`config.mk`:
```
export PLATFORM = sky130hd
export DESIGN_NAME = sb_rest_mlane
export DESIGN_NICKNAME = d
export VERILOG_FILES = /design/src/rtl/sb_rest_mlane.sv
export SDC_FILE = /design/constraint.sdc
export NUM_CORES = 1
export LEC_CHECK = 0
export BUFFER_PORTS_ARGS = -buffer_cell sky130_fd_sc_hd__buf_4
export CORE_ASPECT_RATIO = 0.7
export CORE_MARGIN = 1.5
export CORE_UTILIZATION = 35
export DETAILED_ROUTE_END_ITERATION = 10
export GPL_TIMING_DRIVEN = 0
export HOLD_SLACK_MARGIN = 0.15
export PLACE_DENSITY = 0.59
export SYNTH_ARGS = -nofsm -noshare
export SYNTH_HDL_FRONTEND = slang
export SYNTH_SLANG_ARGS = --single-unit
```
`constraint.sdc`:
```
create_clock -name clk -period 14.9 [get_ports clk]
set_input_delay 1.49 -clock clk [delete_from_list [all_inputs] [get_ports clk]]
set_output_delay 1.49 -clock clk [all_outputs]
set_load 0.05 [all_outputs]
```
`src/rtl/sb_rest_mlane.sv`:
```
// sb_rest_mlane: multi-lane sign restoration stage at the tail of the RDOQ
// pipeline. Each beat carries LANES quantized magnitudes plus their original
// signed source coefficients. The source sign is applied, the result is
// clipped to the signed COEFF_WIDTH range and the beat is queued in a
// 2-entry output FIFO with valid/ready flow control. A beat counter tags the
// final beat of each coefficient group (CG) and pulses cg_done after it is
// consumed.
//
// Optional feature: define SB_REST_NZ_CNT_EN to count nonzero coefficients
// per CG and present the total on nz_count with the out_last beat. Without
// it nz_count is tied to 0.
//
// Ports:
//   clk, rst        clock (rising edge), asynchronous active-high reset
//   clear           synchronous flush of FIFO, beat counter and NZ count
//   in_valid/ready  input handshake; in_ready decoded from registered count
//   level           LANES unsigned magnitudes, lane i at [i*W +: W]
//   src_coeff       LANES signed source coefficients, same packing
//   blk_pos         block position of lane 0
//   out_valid/ready output handshake
//   dst_coeff       LANES signed restored coefficients
//   out_pos         blk_pos of the head beat
//   out_last        head beat is the last beat of its CG
//   cg_done         one-cycle pulse after a last beat is consumed
//   nz_count        nonzero count of the CG (head last beat only)
module sb_rest_mlane #(
    parameter int COEFF_WIDTH  = 16,
    parameter int ADDR_WIDTH   = 10,
    parameter int LANES        = 4,
    parameter int BEATS_PER_CG = 4,
    localparam int NZ_WIDTH    = $clog2(LANES*BEATS_PER_CG+1)
) (
    input  logic                         clk,
    input  logic                         rst,
    input  logic                         clear,
    input  logic                         in_valid,
    output logic                         in_ready,
    input  logic [LANES*COEFF_WIDTH-1:0] level,
    input  logic [LANES*COEFF_WIDTH-1:0] src_coeff,
    input  logic [ADDR_WIDTH-1:0]        blk_pos,
    output logic                         out_valid,
    input  logic                         out_ready,
    output logic [LANES*COEFF_WIDTH-1:0] dst_coeff,
    output logic [ADDR_WIDTH-1:0]        out_pos,
    output logic                         out_last,
    output logic                         cg_done,
    output logic [NZ_WIDTH-1:0]          nz_count
);

    localparam int CW = (BEATS_PER_CG > 1) ? $clog2(BEATS_PER_CG) : 1;
    localparam logic [COEFF_WIDTH-1:0] MAXP = {1'b0, {(COEFF_WIDTH-1){1'b1}}};
    localparam logic [COEFF_WIDTH-1:0] MAXN = {1'b1, {(COEFF_WIDTH-1){1'b0}}};
    localparam logic [CW-1:0] LAST_BEAT = CW'(BEATS_PER_CG-1);

    logic [LANES*COEFF_WIDTH-1:0] dst_next;
    logic [LANES*COEFF_WIDTH-1:0] mem_data [2];
    logic [ADDR_WIDTH-1:0]        mem_pos  [2];
    logic                         mem_last [2];
    logic [1:0]                   count;
    logic                         wr_ptr;
    logic                         rd_ptr;
    logic [CW-1:0]                beat_cnt;
    logic                         beat_last;
    logic                         push;
    logic                         pop;

    // Sign restore and clip. A zero magnitude yields zero on either sign.
    always_comb begin
        dst_next = '0;
        for (int unsigned i = 0; i < LANES; i++) begin
            logic [COEFF_WIDTH-1:0] lvl;
            logic [COEFF_WIDTH-1:0] mag;
            lvl = level[i*COEFF_WIDTH +: COEFF_WIDTH];
            if (src_coeff[i*COEFF_WIDTH + COEFF_WIDTH-1]) begin
                mag = (lvl > MAXN) ? MAXN : lvl;
                dst_next[i*COEFF_WIDTH +: COEFF_WIDTH] = '0 - mag;
            end else begin
                mag = (lvl > MAXP) ? MAXP : lvl;
                dst_next[i*COEFF_WIDTH +: COEFF_WIDTH] = mag;
            end
        end
    end

    assign in_ready  = ~rst & (count != 2'd2);
    assign out_valid = (count != 2'd0);
    assign push      = in_valid & in_ready;
    assign pop       = out_valid & out_ready;
    assign beat_last = (beat_cnt == LAST_BEAT);

    assign dst_coeff = mem_data[rd_ptr];
    assign out_pos   = mem_pos[rd_ptr];
    assign out_last  = mem_last[rd_ptr];

    always_ff @(posedge clk or posedge rst) begin
        if (rst) begin
            count    <= '0;
            wr_ptr   <= 1'b0;
            rd_ptr   <= 1'b0;
            beat_cnt <= '0;
            cg_done  <= 1'b0;
            for (int unsigned i = 0; i < 2; i++) begin
                mem_data[i] <= '0;
                mem_pos[i]  <= '0;
                mem_last[i] <= 1'b0;
            end
        end else if (clear) begin
            count    <= '0;
            wr_ptr   <= 1'b0;
            rd_ptr   <= 1'b0;
            beat_cnt <= '0;
            cg_done  <= 1'b0;
        end else begin
            cg_done <= pop & mem_last[rd_ptr];
            if (push) begin
                mem_data[wr_ptr] <= dst_next;
                mem_pos[wr_ptr]  <= blk_pos;
                mem_last[wr_ptr] <= beat_last;
                wr_ptr           <= ~wr_ptr;
                beat_cnt         <= beat_last ? '0 : beat_cnt + CW'(1);
            end
            if (pop) begin
                rd_ptr <= ~rd_ptr;
            end
            count <= count + {1'b0, push} - {1'b0, pop};
        end
    end

`ifdef SB_REST_NZ_CNT_EN
    logic [NZ_WIDTH-1:0] nz_acc;
    logic [NZ_WIDTH-1:0] beat_nz;
    logic [NZ_WIDTH-1:0] nz_total;
    logic [NZ_WIDTH-1:0] mem_nz [2];

    always_comb begin
        beat_nz = '0;
        for (int unsigned i = 0; i < LANES; i++) begin
            if (dst_next[i*COEFF_WIDTH +: COEFF_WIDTH] != '0) begin
                beat_nz = beat_nz + NZ_WIDTH'(1);
            end
        end
        nz_total = nz_acc + beat_nz;
    end

    // Only the last beat of a CG stores a total; other entries' values are
    // never presented because nz_count is gated by out_last.
    always_ff @(posedge clk or posedge rst) begin
        if (rst) begin
            nz_acc    <= '0;
            mem_nz[0] <= '0;
            mem_nz[1] <= '0;
        end else if (clear) begin
            nz_acc <= '0;
        end else if (push) begin
            if (beat_last) begin
                mem_nz[wr_ptr] <= nz_total;
                nz_acc         <= '0;
            end else begin
                nz_acc <= nz_total;
            end
        end
    end

    assign nz_count = (out_valid && mem_last[rd_ptr]) ? mem_nz[rd_ptr] : '0;
`else
    assign nz_count = '0;
`endif

endmodule

```
=== Word level (Yosys, flattened, before mapping) ===
Cells that the tools add are included.

* Register bits after elaboration: 157
* Output and inout bits: 83

* $add $sub $neg: 7
* $lt $le $gt $ge: 11
* Equality and inequality tests: 2
* Mux-type cells: 39
* Bitwise gates (word level): 10
* Reduce and logical (&&, ||, !) cells: 5

{| class="wikitable"
|+ Operators with widths
! operator !! number
|-
| $mux 64 || 4
|-
| $mux 16 || 12
|-
| $bwmux 128 || 1
|-
| $demux 64 s1 || 1
|-
| $gt 16x15->1 const B || 4
|-
| $gt 16x16->1 const B || 4
|-
| $sub 1x16->16 const A || 4
|-
| $mux 10 || 4
|-
| $bwmux 20 || 1
|-
| $demux 10 s1 || 1
|-
| $mux 1 || 9
|-
| $mux 2 || 4
|-
| $reduce_bool 2->1 || 3
|-
| $and 1x1->1 || 4
|-
| $ge 2x2->1 const B || 2
|-
| $not 1->1 || 4
|-
| $not 1->2 || 2
|-
| $add 2x1->2 || 1
|-
| $add 2x1->2 const B || 1
|-
| $bwmux 2 || 1
|-
| $eq 2x2->1 const B || 1
|-
| $lt 2x1->1 const B || 1
|-
| $ne 2x2->1 const B || 1
|-
| $reduce_and 2->1 || 1
|-
| 3 further kinds || 3
|}

=== Depth between registers and ports, before layout ===
* Depth in word-level cells: 6
* Gate-level depth with buffers: 11

=== Worst setup path before layout ===
OpenSTA, ideal clock, no wires.

* Kind: input port to output port
* From: input rst
* To: output in_ready
* Arrival time: 5,551 ps
* Required time: 13,410 ps
* Path slack: 7,859 ps
* Cell stages on the path: 2
* Buffers on the path: 0
* Cells stage by stage: inv_1 -> and2_1

* Cells in the longest elaborated chain, start to end: 2

{| class="wikitable"
|+ RTL lines
! what !! line !! RTL
|-
| from (decl) || 34 || <nowiki>input logic rst,</nowiki>
|-
| $not 1->1 || 84 || <nowiki>assign in_ready = ~rst & (count != 2'd2);</nowiki>
|-
| $and 1x1->1 || 84 ||
|-
| to (decl) || 37 || <nowiki>output logic in_ready,</nowiki>
|}

No other way between the ends.

=== Final worst setup path ===
Same ends and word-level chain as after synthesis.

==> flow_summary_export.csv <==
group,metric,value,unit
power,p_leak,0.00501,uW
clocking,cts.path.max_buffers,2,
routing,vias,8302,
floorplan,rows,49,
synthesis,synth.area.top_cells,"dfrtp_1 43%, mux2_2 15%, nand2_1 7.7%, o21ai_0 4.6%, clkbuf_1 2.4%",
floorplan,start_util,35.7,%
floorplan,chipHeight,139,um
place,portBuffers,150,
timing,fin_crit_sh,29.1,%
timing,fin_skew,0.00763,ns
synthesis,yosys_warnings,0,
global_routing,grt_pass1_wl,45700,um
finish,antennaDiodeCount,0,
clocking,postCtsSetupBuffers,0,
power,ir_drop,0.121,mV
routing,drc,0,
global_routing,grt_start_max_net_pins,130,
setup_path,crit_fanout,129,
finish,area_growth,24.4,%
setup_path,cpMaxStageDelayCell,"buf_16",
synthesis,synth_area_per_cell,9.23,um^2
timing,finalHoldViolCount,0,
floorplan,die_x,197,um
routing,viasPerCell,5.49,
routing,ant_nets,0,
worst_hold_path,hold_path.class,"reg -> reg",
synthesis,synth_edf_count,0,
place,dp_cells,1482,
finish,drive_gt1_share,28.4,%
clocking,root_buffer,"clkbuf_16",
timing,fmax,231,MHz
synthesis,synth_area,0.00920,mm^2
global_routing,grt_use_total,21.6,%
setup_path,worstPathArrival,2.84,ns
synthesis,netlist_instances,996,
synthesis,yosysTopAreaCellShare,42.7,%
finish,layout.nets,1320,
power,power.density,202,mW/mm^2
synthesis,yosysTopAreaCell,"dfrtp_1",
finish,regArea,0.00393,mm^2
setup_path,path_class,"in -> out",
setup_path,critPathLaunchType,"input pin",
timing,fin_tns_setup,0,ns
run,maxCapViolCount,0,
clocking,clk_latency,0.44,ns
global_routing,grt-ovfl-total,0,
finish,final_util,44.4,%
clocking,ctsHtreeMaxLevel,4,
synthesis,ys_seq_area_share,42.7,%
synthesis,ys_ff_latch,157,
clocking,cts_sinks,157,
routing,first_pass_iters,5,
timing,setup_viol,0,
clocking,cts_hold_buf,0,
routing,dr.first_iter.drc_count,597,
finish,multi_input_area,0.00493,mm^2
setup_path,cp.buffers_inverters,4,
synthesis,async_reset_ff_share,100,%
finish,fin_cells,1513,
clocking,path_clk_slew,0.06,ns
setup_path,cp-end-kind,"output pin",
synthesis,synthFlopType,"dfrtp_1",
timing,rsz0062_at_grt,"no",
setup_path,worstPathRequired,13.41,ns
timing,timing.hold.ws,0.470,ns
synthesis,synthDistinctLibCells,75,
clocking,cts_tree,"done",
setup_path,critPathTopFamily,"buffers and inverters",
timing,tightest_slew,1.01,ns
place,dp_hpwl,21000,um
setup_path,critPathMostFrequentCell,"buf_4",
timing,drv_slew,0,
power,power.total,2310,uW
floorplan,boundaryPins,226,
clocking,postCtsResizedCells,0,
floorplan,fp.dieArea,0.0273,mm^2
global_routing,grt_pass1_vias,8054,
run_status,status,"completed",
routing,routedWlPerCell,19.1,um
setup_path,path_cells,"buf_4 -> inv_8 -> buf_16 -> and2_1 -> buf_4",
timing,max_slew_margin,33.0,%
finish,fillers,2554,
global_routing,antenna_found_initial,0,
floorplan,core,0.0257,mm^2
routing,routed_wl,28900,um
place,place.gp.congestion,0.932,
setup_path,critPathMaxStageDelay,0.50,ns
clocking,cts_buffers,17,
timing,fin_crit,4.33,ns
-- metal layers --
metal	track usage, %	vias to the layer above	wire [um]
met1	32.9	4021	14300
met5	0	-	0
li1	-	3931	-
met2	31.2	324	12300
met4	5.26	0	364
met3	4.28	26	2050
-- power breakdown --
group          switching (uW)  total, uW  internal (uW)
Sequential               87.5        694            607
Clock                     181        492            311
Combinational             729       1120            395
Total                     998       2310           1310
-- flip-flops by register name, indices dropped and copies added (netlist names) --
signal and count:
mem_data 128, wr_ptr 1, rd_ptr 1, mem_pos 20, mem_last 2, cg_done 1
count 2, beat_cnt 2
-- worst reg2reg max path, cell delays in order, from the launching register on --
cell	delay, ns
dfrtp_1	0.38
nand2b_1	0.21
nand4_1	0.28
clkbuf_1	0.54
clkbuf_1	0.63
nand2_1	0.14
o31ai_1	0.10
-- worst paths after layout --
check,start,to,slack [ns],cells after the start
worst max-delay path,rst,in_ready,10.57,5
max in group asynchronous,rst,mem_data[14]$_DFFE_PP0P_,12.99,3
min in group asynchronous,rst,mem_data[27]$_DFFE_PP0P_,1.00,2
worst min register to register,mem_pos[5]$_DFFE_PP0P_,mem_pos[5]$_DFFE_PP0P_,0.47,2
worst max register to register,count[0]$_DFF_PP0_,mem_data[22]$_DFFE_PP0P_,12.52,6
worst min-delay path,mem_pos[5]$_DFFE_PP0P_,mem_pos[5]$_DFFE_PP0P_,0.47,2
-- synthesized netlist by cell type (all sizes together), types with 14 or more instances --
cell type  number
a21oi          32
a31oi          14
buf            18
clkbuf         60
dfrtp         157
mux2          125
nand2         188
nor2           47
nor3           27
nor4           17
o21ai          89
or3            16
-- placed cells by master, fill, tap and decap left out, types with 6 or more instances in the layout --
master       n
o22ai_1      8
o31ai_1     13
nor4_1      17
nand2b_1    11
mux2_2     123
dfrtp_1    157
nor2_1      47
a21o_1       6
nor3b_1      6
a31oi_1     14
xor2_1      10
ha_1         7
nand4_1      7
buf_4      155
clkbuf_16   17
nand3_1     11
a21oi_1     32
nand2_1    188
o21ai_0     85
nor2b_1      8
a211o_1      6
inv_1        9
or3_1       16
a211oi_1     7
buf_1        9
nor3_1      26
clkbuf_1    62
-- kinds of logic (layout without fill, tap and decap cells) --
group	after synthesis	count (layout)	share of synthesized area [%]
muxes	128	128	15.7
adders and majority gates	7	7	0.952
AOI/OAI and AO/OA	228	228	16.0
other	1	5	0.0408
buffers and inverters	89	271	3.89
xor gates and xnor gates	15	15	1.43
DFF	157	157	42.7
and+or+nand+nor	371	371	19.2
-- cell type report --
type                    count  share of cell area [%]
inverters                  11                   0.426
flip-flops and latches    157                    34.3
plain buffers              78                    2.77
clock inverters             9                    1.59
clock buffers              22                    4.14
multi-input cells         754                    43.0
repair buffers            151                    10.1
well taps                 331                    3.62
-- stage by stage --
stage | setup slack [ns] | cell area (um^2)
after floorplan | 7.86 | 9210
after detailed placement | 10.41 | 10800
after global routing | 10.40 | 11400
final | 10.57 | 11400
after CTS | 10.48 | 11400
after global placement | 5.61 | 10800
Note: power is estimated with default switching activity, not from simulation.
